### config.mk
export PLATFORM = sky130hd
export DESIGN_NAME = metropolis_accept_unit
export DESIGN_NICKNAME = d
export VERILOG_FILES = /design/src/rtl/mcmc_pkg.sv /design/src/rtl/lfsr_generator.sv /design/src/rtl/metropolis_accept_unit.sv
export SDC_FILE = /design/constraint.sdc
export NUM_CORES = 1
export LEC_CHECK = 0
export ABC_AREA = 0
export CAP_MARGIN = 20
export CORE_ASPECT_RATIO = 0.6
export CORE_MARGIN = 10
export CORE_UTILIZATION = 47
export DETAILED_ROUTE_END_ITERATION = 10
export GPL_TIMING_DRIVEN = 0
export PLACE_DENSITY_LB_ADDON = 0.12
export SLEW_MARGIN = 20
export SYNTH_ARGS = -nofsm -noshare
export SYNTH_HDL_FRONTEND = slang
export SYNTH_SLANG_ARGS = --single-unit
### constraint.sdc
create_clock -name in_clock -period 2.35 [get_ports in_clock]
set_input_delay 0.705 -clock in_clock [delete_from_list [all_inputs] [get_ports in_clock]]
set_output_delay 0.705 -clock in_clock [all_outputs]
set_load 0.01 [all_outputs]
### src/rtl/mcmc_pkg.sv
`default_nettype none
// ============================================================================
// Module     : mcmc_pkg
// Description: Shared definitions for the probabilistic-search blocks.
//              Provides the maximal-length LFSR tap table (widths 4..32),
//              a clamp helper and the default score / random-draw widths.
// Revision   : 1.0 - initial release
// ============================================================================
package mcmc_pkg;

  localparam int SCORE_W_DEFAULT = 8;
  localparam int RAND_W_DEFAULT  = 8;

  // Fibonacci feedback mask: bit (t-1) is set for every polynomial tap t.
  // These are primitive polynomials, so the XOR feedback walks all
  // 2^width-1 nonzero states.
  function automatic logic [31:0] lfsr_taps(input int width);
    logic [31:0] mask;
    case (width)
      4:       mask = 32'h0000_000C;
      5:       mask = 32'h0000_0014;
      6:       mask = 32'h0000_0030;
      7:       mask = 32'h0000_0060;
      8:       mask = 32'h0000_00B8;
      9:       mask = 32'h0000_0110;
      10:      mask = 32'h0000_0240;
      11:      mask = 32'h0000_0500;
      12:      mask = 32'h0000_0829;
      13:      mask = 32'h0000_100D;
      14:      mask = 32'h0000_2015;
      15:      mask = 32'h0000_6000;
      16:      mask = 32'h0000_D008;
      17:      mask = 32'h0001_2000;
      18:      mask = 32'h0002_0400;
      19:      mask = 32'h0004_0023;
      20:      mask = 32'h0009_0000;
      21:      mask = 32'h0014_0000;
      22:      mask = 32'h0030_0000;
      23:      mask = 32'h0042_0000;
      24:      mask = 32'h00E1_0000;
      25:      mask = 32'h0120_0000;
      26:      mask = 32'h0200_0023;
      27:      mask = 32'h0400_0013;
      28:      mask = 32'h0900_0000;
      29:      mask = 32'h1400_0000;
      30:      mask = 32'h2000_0029;
      31:      mask = 32'h4800_0000;
      32:      mask = 32'h8020_0003;
      default: mask = 32'h0000_0000;
    endcase
    return mask;
  endfunction

  function automatic int unsigned clamp_u(input int unsigned value,
                                          input int unsigned limit);
    return (value > limit) ? limit : value;
  endfunction

endpackage
`default_nettype wire

### src/rtl/lfsr_generator.sv
`default_nettype none
// ============================================================================
// Module     : lfsr_generator
// Description: Parametrised Fibonacci LFSR with advance enable, seed load
//              (takes priority over the advance) and a zero-seed guard.
// Ports      : in_clock     - rising-edge clock
//              in_reset_n   - asynchronous active-low reset
//              in_enable    - advance one step on this edge
//              in_seed_load - load in_seed on this edge
//              in_seed      - seed value (0 is replaced by 1)
//              out_state    - current LFSR state
// Revision   : 1.0 - initial release
// ============================================================================
module lfsr_generator
  import mcmc_pkg::*;
#(
  parameter int          WIDTH        = 8,
  parameter int unsigned SEED_DEFAULT = 1
) (
  input  logic             in_clock,
  input  logic             in_reset_n,
  input  logic             in_enable,
  input  logic             in_seed_load,
  input  logic [WIDTH-1:0] in_seed,
  output logic [WIDTH-1:0] out_state
);

  localparam logic [WIDTH-1:0] c_taps        = WIDTH'(lfsr_taps(WIDTH));
  // An all-zero state would lock the register, so a zero default maps to 1.
  localparam logic [WIDTH-1:0] c_reset_state =
    (WIDTH'(SEED_DEFAULT) == '0) ? WIDTH'(1) : WIDTH'(SEED_DEFAULT);

  logic [WIDTH-1:0] r_state;
  logic             w_feedback;
  logic [WIDTH-1:0] w_next;
  logic [WIDTH-1:0] w_seed;

  assign w_feedback = ^(r_state & c_taps);
  assign w_next     = {r_state[WIDTH-2:0], w_feedback};
  assign w_seed     = (in_seed == '0) ? WIDTH'(1) : in_seed;

  always_ff @(posedge in_clock or negedge in_reset_n) begin
    if (!in_reset_n) begin
      r_state <= c_reset_state;
    end else if (in_seed_load) begin
      r_state <= w_seed;
    end else if (in_enable) begin
      r_state <= w_next;
    end
  end

  assign out_state = r_state;

endmodule
`default_nettype wire

### src/rtl/metropolis_accept_unit.sv
`default_nettype none
// ============================================================================
// Module     : metropolis_accept_unit
// Description: Two-stage back-pressured Metropolis acceptance unit. Accepts
//              the proposed assignment with probability 2^(d_eff) when the
//              temperature-scaled score delta d_eff is negative, always
//              otherwise. Tags pass through; saturating statistics counters.
// Ports      : in_clock / in_reset_n      - clock, async active-low reset
//              in_seed_load / in_seed     - LFSR reseed
//              in_valid / in_ready        - input handshake
//              in_u, in_v, in_temp_shift  - scores and temperature
//              in_tag                     - opaque pass-through tag
//              out_valid / out_ready      - output handshake
//              out_accept / out_tag       - decision and its tag
//              in_clear_stats             - synchronous counter clear
//              out_total_count            - completed transactions
//              out_accept_count           - accepted transactions
// Revision   : 1.0 - initial release
// ============================================================================
module metropolis_accept_unit
  import mcmc_pkg::*;
#(
  parameter int          SCORE_W      = SCORE_W_DEFAULT,
  parameter int          RAND_W       = RAND_W_DEFAULT,
  parameter int          TAG_W        = 4,
  parameter int          CNT_W        = 16,
  parameter int unsigned SEED_DEFAULT = 1
) (
  input  logic               in_clock,
  input  logic               in_reset_n,
  input  logic               in_seed_load,
  input  logic [RAND_W-1:0]  in_seed,
  input  logic               in_valid,
  output logic               in_ready,
  input  logic [SCORE_W-1:0] in_u,
  input  logic [SCORE_W-1:0] in_v,
  input  logic [2:0]         in_temp_shift,
  input  logic [TAG_W-1:0]   in_tag,
  output logic               out_valid,
  input  logic               out_ready,
  output logic               out_accept,
  output logic [TAG_W-1:0]   out_tag,
  input  logic               in_clear_stats,
  output logic [CNT_W-1:0]   out_total_count,
  output logic [CNT_W-1:0]   out_accept_count
);

  localparam int               c_d_w     = SCORE_W + 1;
  localparam int               c_k_w     = $clog2(RAND_W + 1);
  localparam logic [c_k_w-1:0] c_k_max   = c_k_w'(RAND_W);
  localparam logic [CNT_W-1:0] c_cnt_max = {CNT_W{1'b1}};

  // Stage 1: clamped rejection exponent k and tag
  logic               r_s1_valid;
  logic [c_k_w-1:0]   r_s1_k;
  logic [TAG_W-1:0]   r_s1_tag;
  // Stage 2: decision presented downstream
  logic               r_s2_valid;
  logic               r_s2_accept;
  logic [TAG_W-1:0]   r_s2_tag;
  logic [CNT_W-1:0]   r_total;
  logic [CNT_W-1:0]   r_accepted;

  logic signed [c_d_w-1:0] w_d;
  logic signed [c_d_w-1:0] w_d_eff;
  logic [c_d_w-1:0]        w_mag;
  logic [c_k_w-1:0]        w_k;
  logic [RAND_W-1:0]       w_draw;
  logic [c_k_w-1:0]        w_shamt;
  logic                    w_top_zero;
  logic                    w_accept;
  logic                    w_s2_load;
  logic                    w_s1_move;
  logic                    w_in_fire;
  logic                    w_out_fire;

  // Zero-extended scores so the difference never overflows; the arithmetic
  // shift floors toward -inf, so a small negative delta never reaches 0.
  assign w_d     = signed'({1'b0, in_u}) - signed'({1'b0, in_v});
  assign w_d_eff = w_d >>> in_temp_shift;
  assign w_mag   = w_d_eff[c_d_w-1] ? unsigned'(-w_d_eff) : '0;
  assign w_k     = c_k_w'(clamp_u(32'(w_mag), 32'(RAND_W)));

  // Accept when the top k bits of the draw are zero, i.e. r < 2^(RAND_W-k).
  // k = RAND_W always rejects since the LFSR state is never zero.
  assign w_shamt    = c_k_max - r_s1_k;
  assign w_top_zero = ((w_draw >> w_shamt) == '0);
  assign w_accept   = (r_s1_k == '0) || ((r_s1_k < c_k_max) && w_top_zero);

  assign w_s2_load  = !r_s2_valid || out_ready;
  assign w_s1_move  = r_s1_valid && w_s2_load;
  assign in_ready   = !r_s1_valid || w_s2_load;
  assign w_in_fire  = in_valid && in_ready;
  assign w_out_fire = r_s2_valid && out_ready;

  // One draw per S1->S2 transfer keeps the draw sequence stall-independent.
  lfsr_generator #(
    .WIDTH        (RAND_W),
    .SEED_DEFAULT (SEED_DEFAULT)
  ) u_lfsr (
    .in_clock     (in_clock),
    .in_reset_n   (in_reset_n),
    .in_enable    (w_s1_move),
    .in_seed_load (in_seed_load),
    .in_seed      (in_seed),
    .out_state    (w_draw)
  );

  always_ff @(posedge in_clock or negedge in_reset_n) begin
    if (!in_reset_n) begin
      r_s1_valid <= 1'b0;
      r_s1_k     <= '0;
      r_s1_tag   <= '0;
    end else if (w_in_fire) begin
      r_s1_valid <= 1'b1;
      r_s1_k     <= w_k;
      r_s1_tag   <= in_tag;
    end else if (w_s1_move) begin
      r_s1_valid <= 1'b0;
    end
  end

  always_ff @(posedge in_clock or negedge in_reset_n) begin
    if (!in_reset_n) begin
      r_s2_valid  <= 1'b0;
      r_s2_accept <= 1'b0;
      r_s2_tag    <= '0;
    end else if (w_s2_load) begin
      r_s2_valid <= r_s1_valid;
      if (r_s1_valid) begin
        r_s2_accept <= w_accept;
        r_s2_tag    <= r_s1_tag;
      end
    end
  end

  always_ff @(posedge in_clock or negedge in_reset_n) begin
    if (!in_reset_n) begin
      r_total    <= '0;
      r_accepted <= '0;
    end else if (in_clear_stats) begin
      r_total    <= '0;
      r_accepted <= '0;
    end else if (w_out_fire) begin
      if (r_total != c_cnt_max) begin
        r_total <= r_total + 1'b1;
      end
      if (r_s2_accept && (r_accepted != c_cnt_max)) begin
        r_accepted <= r_accepted + 1'b1;
      end
    end
  end

  assign out_valid        = r_s2_valid;
  assign out_accept       = r_s2_accept;
  assign out_tag          = r_s2_tag;
  assign out_total_count  = r_total;
  assign out_accept_count = r_accepted;

endmodule
`default_nettype wire

# Yosys cells after proc, flatten, opt, wreduce, memory -nomap -nowiden
# Cells that the tools add are included.
word_totals:
  regBits: 55
  latch_bits: 0
  ramBits: 0
  rom_bits: 0
  inputBits: 37
  out_inout_bits: 39
  elab_cells: 55
  memories: 0
classes:
  addsub: 5
  n_mul: 0
  div_mod_pow: 0
  magnitude_cmp: 2
  eq_ne: 2
  shift: 2
  n_mux: 13
  bitwise_logic: 0
  n_reduce_logical: 22
op_table:
  columns: ["op", "count"]
  rows:
  - ["16-bit 2-to-1 mux", 6]
  - ["16-bit by 1-bit adder with 16-bit output, second input constant", 2]
  - ["16-bit inequality test, second input constant", 2]
  - ["8-bit 2-to-1 mux", 3]
  - ["8-bit zero test", 2]
  - ["2-bit nonzero test", 5]
  - ["9-bit by 4-bit > comparator with 1-bit output, second input constant", 1]
  - ["9-bit 2-to-1 mux", 1]
  - ["9-bit negator", 1]
  - ["9-bit by 3-bit >>> shifter with 9-bit output", 1]
  - ["8-bit by 8-bit subtractor with 9-bit output", 1]
  - ["8-bit XOR reduction", 1]
  - ["8-bit by 4-bit right shift with 8-bit output", 1]
  - ["2-bit AND reduction", 3]
  - ["1-bit logical AND", 5]
  - ["4-bit zero test", 1]
  - ["4-bit less-than comparator, second input constant", 1]
  - ["4-bit 2-to-1 mux", 1]
  - ["4-bit subtractor, first input constant", 1]
  - ["1-bit logical OR", 3]
  - ["1-bit zero test", 2]
  - ["1-bit 2-to-1 mux", 2]

# Logic depth before layout (Yosys ltp)
logic_depth:
  ltp_word: 6
  mapped_depth: 14

# Hierarchy
# Synthesis repeated with hierarchy kept, for this count alone.
unflattened:
  cells_unflattened: 399
  hier_area_um2: 3574.7
modules_own_cells:
  columns: ["mod", "n_inst", "cells_per_inst", "area_each_um2", "seq_area_each_um2"]
  rows:
  - ["metropolis_accept_unit", 1, 359, 3170.5, 1176.1]
  - ["lfsr_generator", 1, 40, 404.1, 201.4]

# Worst setup path before layout
# OpenSTA, ideal clock, no wires.
synth_path:
  path_kind: "input-to-reg"
  from: "input port in_u[0]"
  to: "register r_s1_k[0]"
  setup_time_ns: 0.122
  arrival_ns: 3.503
  path_slack_ns: -1.274
  cell_stages: 13
  path_buffers: 0
  path_cell_list: "inv_1 > ha_1 > fa_1 > nand2b_2 > a2111oi_0 > a211o_1 > a31oi_2 > a221oi_4 > inv_1 > ha_1 > o22ai_2 > a32o_1 > a32o_1"
synth_via:
  elab_chain_cells: 6
synth_lines:
  columns: ["item", "line_no", "rtl"]
  rows:
  - ["start, declared", "metropolis_accept_unit.sv:35", "input logic [SCORE_W-1:0] in_u,"]
  - ["8-bit by 8-bit subtractor with 9-bit output *", "metropolis_accept_unit.sv:79", "assign w_d = signed'({1'b0, in_u}) - signed'({1'b0, in_v});"]
  - ["9-bit by 3-bit >>> shifter with 9-bit output *", "metropolis_accept_unit.sv:80", "assign w_d_eff = w_d >>> in_temp_shift;"]
  - ["9-bit negator", "metropolis_accept_unit.sv:81", "assign w_mag = w_d_eff[c_d_w-1] ? unsigned'(-w_d_eff) : '0;"]
  - ["9-bit 2-to-1 mux *", "metropolis_accept_unit.sv:81", null]
  - ["9-bit by 4-bit > comparator with 1-bit output", "mcmc_pkg.sv:56", "return (value > limit) ? limit : value;"]
  - ["4-bit 2-to-1 mux *", "mcmc_pkg.sv:56", null]
  - ["end signal, assigned", "metropolis_accept_unit.sv:116", "r_s1_k <= w_k;"]
  - ["end, declared", "metropolis_accept_unit.sv:55", "logic [c_k_w-1:0] r_s1_k;"]
# Every way passes the cells marked *; elsewhere a longest branch is shown, timed or not.
# A chain may end at the register's enable or synchronous reset.

# Final worst setup path
layout_path:
  from: "input port in_temp_shift[0]"
  to: "register r_s1_k[1]"
layout_via:
  elab_chain_cells: 5
layout_lines:
  columns: ["item", "line_no", "rtl"]
  rows:
  - ["start, declared", "metropolis_accept_unit.sv:37", "input logic [2:0] in_temp_shift,"]
  - ["9-bit by 3-bit >>> shifter with 9-bit output *", "metropolis_accept_unit.sv:80", null]
  - ["9-bit negator", "metropolis_accept_unit.sv:81", null]
  - ["9-bit 2-to-1 mux *", "metropolis_accept_unit.sv:81", null]
  - ["9-bit by 4-bit > comparator with 1-bit output", "mcmc_pkg.sv:56", null]
  - ["4-bit 2-to-1 mux *", "mcmc_pkg.sv:56", null]
# Marked as above.

==> impl_results.md <==
- Initial antenna violation count: 0
- Routed Antenna Nets: 0
- Syn Inst Count: between 400 and 500
- Crit path from: in_temp_shift[0]
- CP Capture Type: flop
- TritonCTS clock tree: yes
- Cell Pwr Density: between 500 and 600 nW/µm²
- CP delay by family, top: compound AO/OA/AOI/OAI gates
- Switching share of total power: 0.318
- Chip height: between 80 and 90 µm
- HPWL after DPL: roughly 7.7 mm
- GP Congestion: 0.938
- First-pass GRT wire length: 17.6 mm
- Vias post-DR: 3613
- Clk buf depth: 2
- Clock Tree Root: clkbuf_16
- Hold-fix buffers at CTS: 0
- Synth Register Bits: 55
- Post-synthesis sequential area ratio: 0.366
- Number of global-route vias before repair: roughly 3500
- CP Depth: 13
- Launch point of the worst reg-to-reg path: out_total_count[7]
- Core Region: approximately 8000 µm²
- I/O pins: 76
- Total track usage: 0.178
- Crit-path max FO: 10
- Tcrit/Tclk final: 1.41
- Routed vias/inst: 5.66
- CP Launch Type: primary input
- R2r endpoint: out_total_count[14]
- Number of remaining DRC errors: 0
- Post-synthesis net count: ~460
- Async S/R FF share, synth: 1.00
- Synth Warn #: 0
- Tmin final: 3.30 ns
- Crit path buffers/inverters: 3
- Worst Setup EP: r_s1_k[1]
- Final setup vio count: 4
- Synth cell count leaders: dfrtp_1 (54), nor2_1 (51), nand2_1 (40), xor2_1 (22), inv_1 (18)
- Row count: 25
- Core Util, Final: 0.711
- Share of post-route cells with drive strength above 1: 0.270
- Crit path cell chain: clkdlybuf4s50_1 > buf_6 > buf_6 > nor2_1 > a22o_1 > a311oi_4 > a31oi_4 > a21oi_2 > ha_4 > o22ai_4 > and4b_1 > a211oi_2 > o211ai_1
- Critical path arrival: between 3 and 4 ns
- Crit path largest cell delay: between 0.5 and 0.6 ns
- Largest net degree at the start of global routing: 56
- Slowest CP cell: clkdlybuf4s50_1
- Clock Power Share: 0.263
- Outcome: finished with violations
- Area leader, netlist: dfrtp_1
- RSZ-0062 raised after global routing: yes
- Clock sink count: 55
- Critical path data required time: between 2 and 3 ns
- Clk slew on worst S/H paths: 0.07 ns
- Initial Utilization: 0.481
- Slew Limit Fails: 0
- Cell with the most instances after synthesis: dfrtp_1
- Static leakage: about 2.2 nW
- Clk_lat worst skew: about 0.30 ns
- Top cells by area, synth: dfrtp_1 (36%), xor2_1 (5.1%), nor2_1 (5.1%), ha_1 (4.3%), nand2_1 (4.0%)
- Final setup margin: -0.952 ns
- VDD IR max: about 0.00044 V
- CP most frequent cell: buf_6
- Setup slack, reg-to-reg: ~0.18 ns
- Failing checks: setup timing
- Routed length per placed instance: about 17 µm
- Sequential Power Share: 0.370
- Full die area: approximately 12000 µm²
- CTS buffer count: 5
- Max frequency: approximately 300 MHz
- Nets: 580
- Total net switching power: between 0.0009 and 0.001 W
- Slew at the pin closest to its max-slew limit: between 0.6 and 0.7 ns
- Number of library cell types mapped by synthesis: 74
- Area delta synth->final: 48.0%
- Clk_skew: slightly above 0.007 ns
- Share of the synthesized area in the top cell type: 0.359
- First drt pass iteration count: 5
- H-tree depth: 2
- Slew HR: 0.552
- Main flop type after synthesis: dfrtp_1
- Worst hold path class: in2async
- Max Cap Violations: 0
- Die width: about 140 µm
- Mapped cell area: ~3800 µm²
- Antenna diodes: 0
- Setup TNS: -3.70 ns
- Pre-CTS setup slack: -1.93 ns
- Min Hold Slack: about 0.45 ns
- Iter 0 DRT Violations: ~260
- I/O Buffers: 74
- Gr ovfl total: 0
- Crit Path Class: in2reg
- Internal Dissipation: between 0.0015 and 0.002 W
- Final Hold Vio Count: 0
- Logic pwr share: 0.367
- Avg Cell Area, Syn: 9.13 µm²
- Reg2Reg Depth: 8
- Number of synthesized flops with an enable pin: 0
- Total routed wirelength: between 10 and 15 mm
[state kept, by name, summed over array words and instances (netlist names)]
| register | cells |
|---|---|
| out_accept | 1 |
| out_accept_count | 16 |
| out_tag | 4 |
| out_total_count | 16 |
| out_valid | 1 |
| r_s1_k | 4 |
| r_s1_tag | 4 |
| r_s1_valid | 1 |
| u_lfsr.out_state | 8 |
[timing repair]
item / CTS / global route
resized for setup: 93 / 27
setup buffers: 26 / 11
pin swaps: 39 / 22
endpoints found under the setup margin: 21 / 28
[logic make-up (layout without fill, tap and decap cells)]
| group | after synthesis | in the layout | synth area share |
|---|---|---|---|
| AND/OR/NAND/NOR | 166 | 166 | 0.226 |
| multiplexers | 17 | 17 | 0.0479 |
| adder cells (fa/ha/maj) | 14 | 14 | 0.0486 |
| XOR/XNOR | 35 | 35 | 0.0815 |
| buffers and inverters | 34 | 152 | 0.0406 |
| flip-flops | 55 | 55 | 0.366 |
| AO/OA/AOI/OAI | 91 | 91 | 0.189 |
[stage by stage]
stage | instances | total power [W] | instance area (µm²)
4_1_cts | 627 | 0.00285 | 5380
3_5_place_dp | 594 | 0.00190 | 4730
3_3_place_gp | 594 | 0.00188 | 4730
6_report | 638 | 0.00291 | 5560
5_1_grt | 638 | 0.00307 | 5560
2_1_floorplan | 412 | 0.00162 | 3850
[layout make-up]
class                   count  area [µm²]
plain buffers              14         111
clock buffers               6         139
clock inverters             2        16.3
fillers                   587        2260
inverters                  19        83.8
multi-input cells         323        2690
flip-flops and latches     55        1380
well taps                 108         135
repair buffers            111        1010
[how the worst min path moves through the flow]
| stage | startpoint | end | cells after the start |
|---|---|---|---|
| after CTS | in_reset_n | out_total_count[10] | 1 |
| after detailed placement | r_s1_k[2] | r_s1_k[2] | 1 |
| after global routing | in_reset_n | out_total_count[10] | 1 |
| after global placement | r_s1_tag[3] | out_tag[3] | 1 |
| after floorplan | in_reset_n | out_accept | 0 |
| final | in_reset_n | out_total_count[10] | 1 |
[power groups by stage]
stage / Sequential [W] / Clock, W / Combinational, W
floorplan: 0.00110 / 0 / 0.000521
global placement: 0.00109 / 0 / 0.000785
detailed placement: 0.00109 / 0 / 0.000804
CTS: 0.00108 / 0.000786 / 0.000990
global route: 0.00109 / 0.000826 / 0.00115
finish: 0.00108 / 0.000765 / 0.00107
[per-layer routing]
| metal | global-route usage | routed length [µm] | share of wire | vias up |
|---|---|---|---|---|
| met4 | 0.0282 | 65 | 0.0059 | 0 |
| met3 | 0.0516 | 950 | 0.086 | 9 |
| met2 | 0.256 | 4720 | 0.43 | 138 |
| met1 | 0.259 | 5250 | 0.48 | 1728 |
| met5 | 0 | 0 | 0 | - |
| li1 | - | - | - | 1738 |
[layout by cell type, fill, tap and decap left out, drive strengths merged, types with 6 or more instances in the layout]
master	count
nand2	40
clkdlybuf4s50	57
a21oi	16
nand3	15
a211oi	16
nor3	11
nor2	51
inv	18
mux2	8
nand4	9
dfrtp	54
clkbuf	15
buf	47
mux2i	9
xor2	22
nor2b	6
xnor2	13
dlygate4sd2	10
ha	13
o21ai	17
Power figures use the tool's default switching activity.
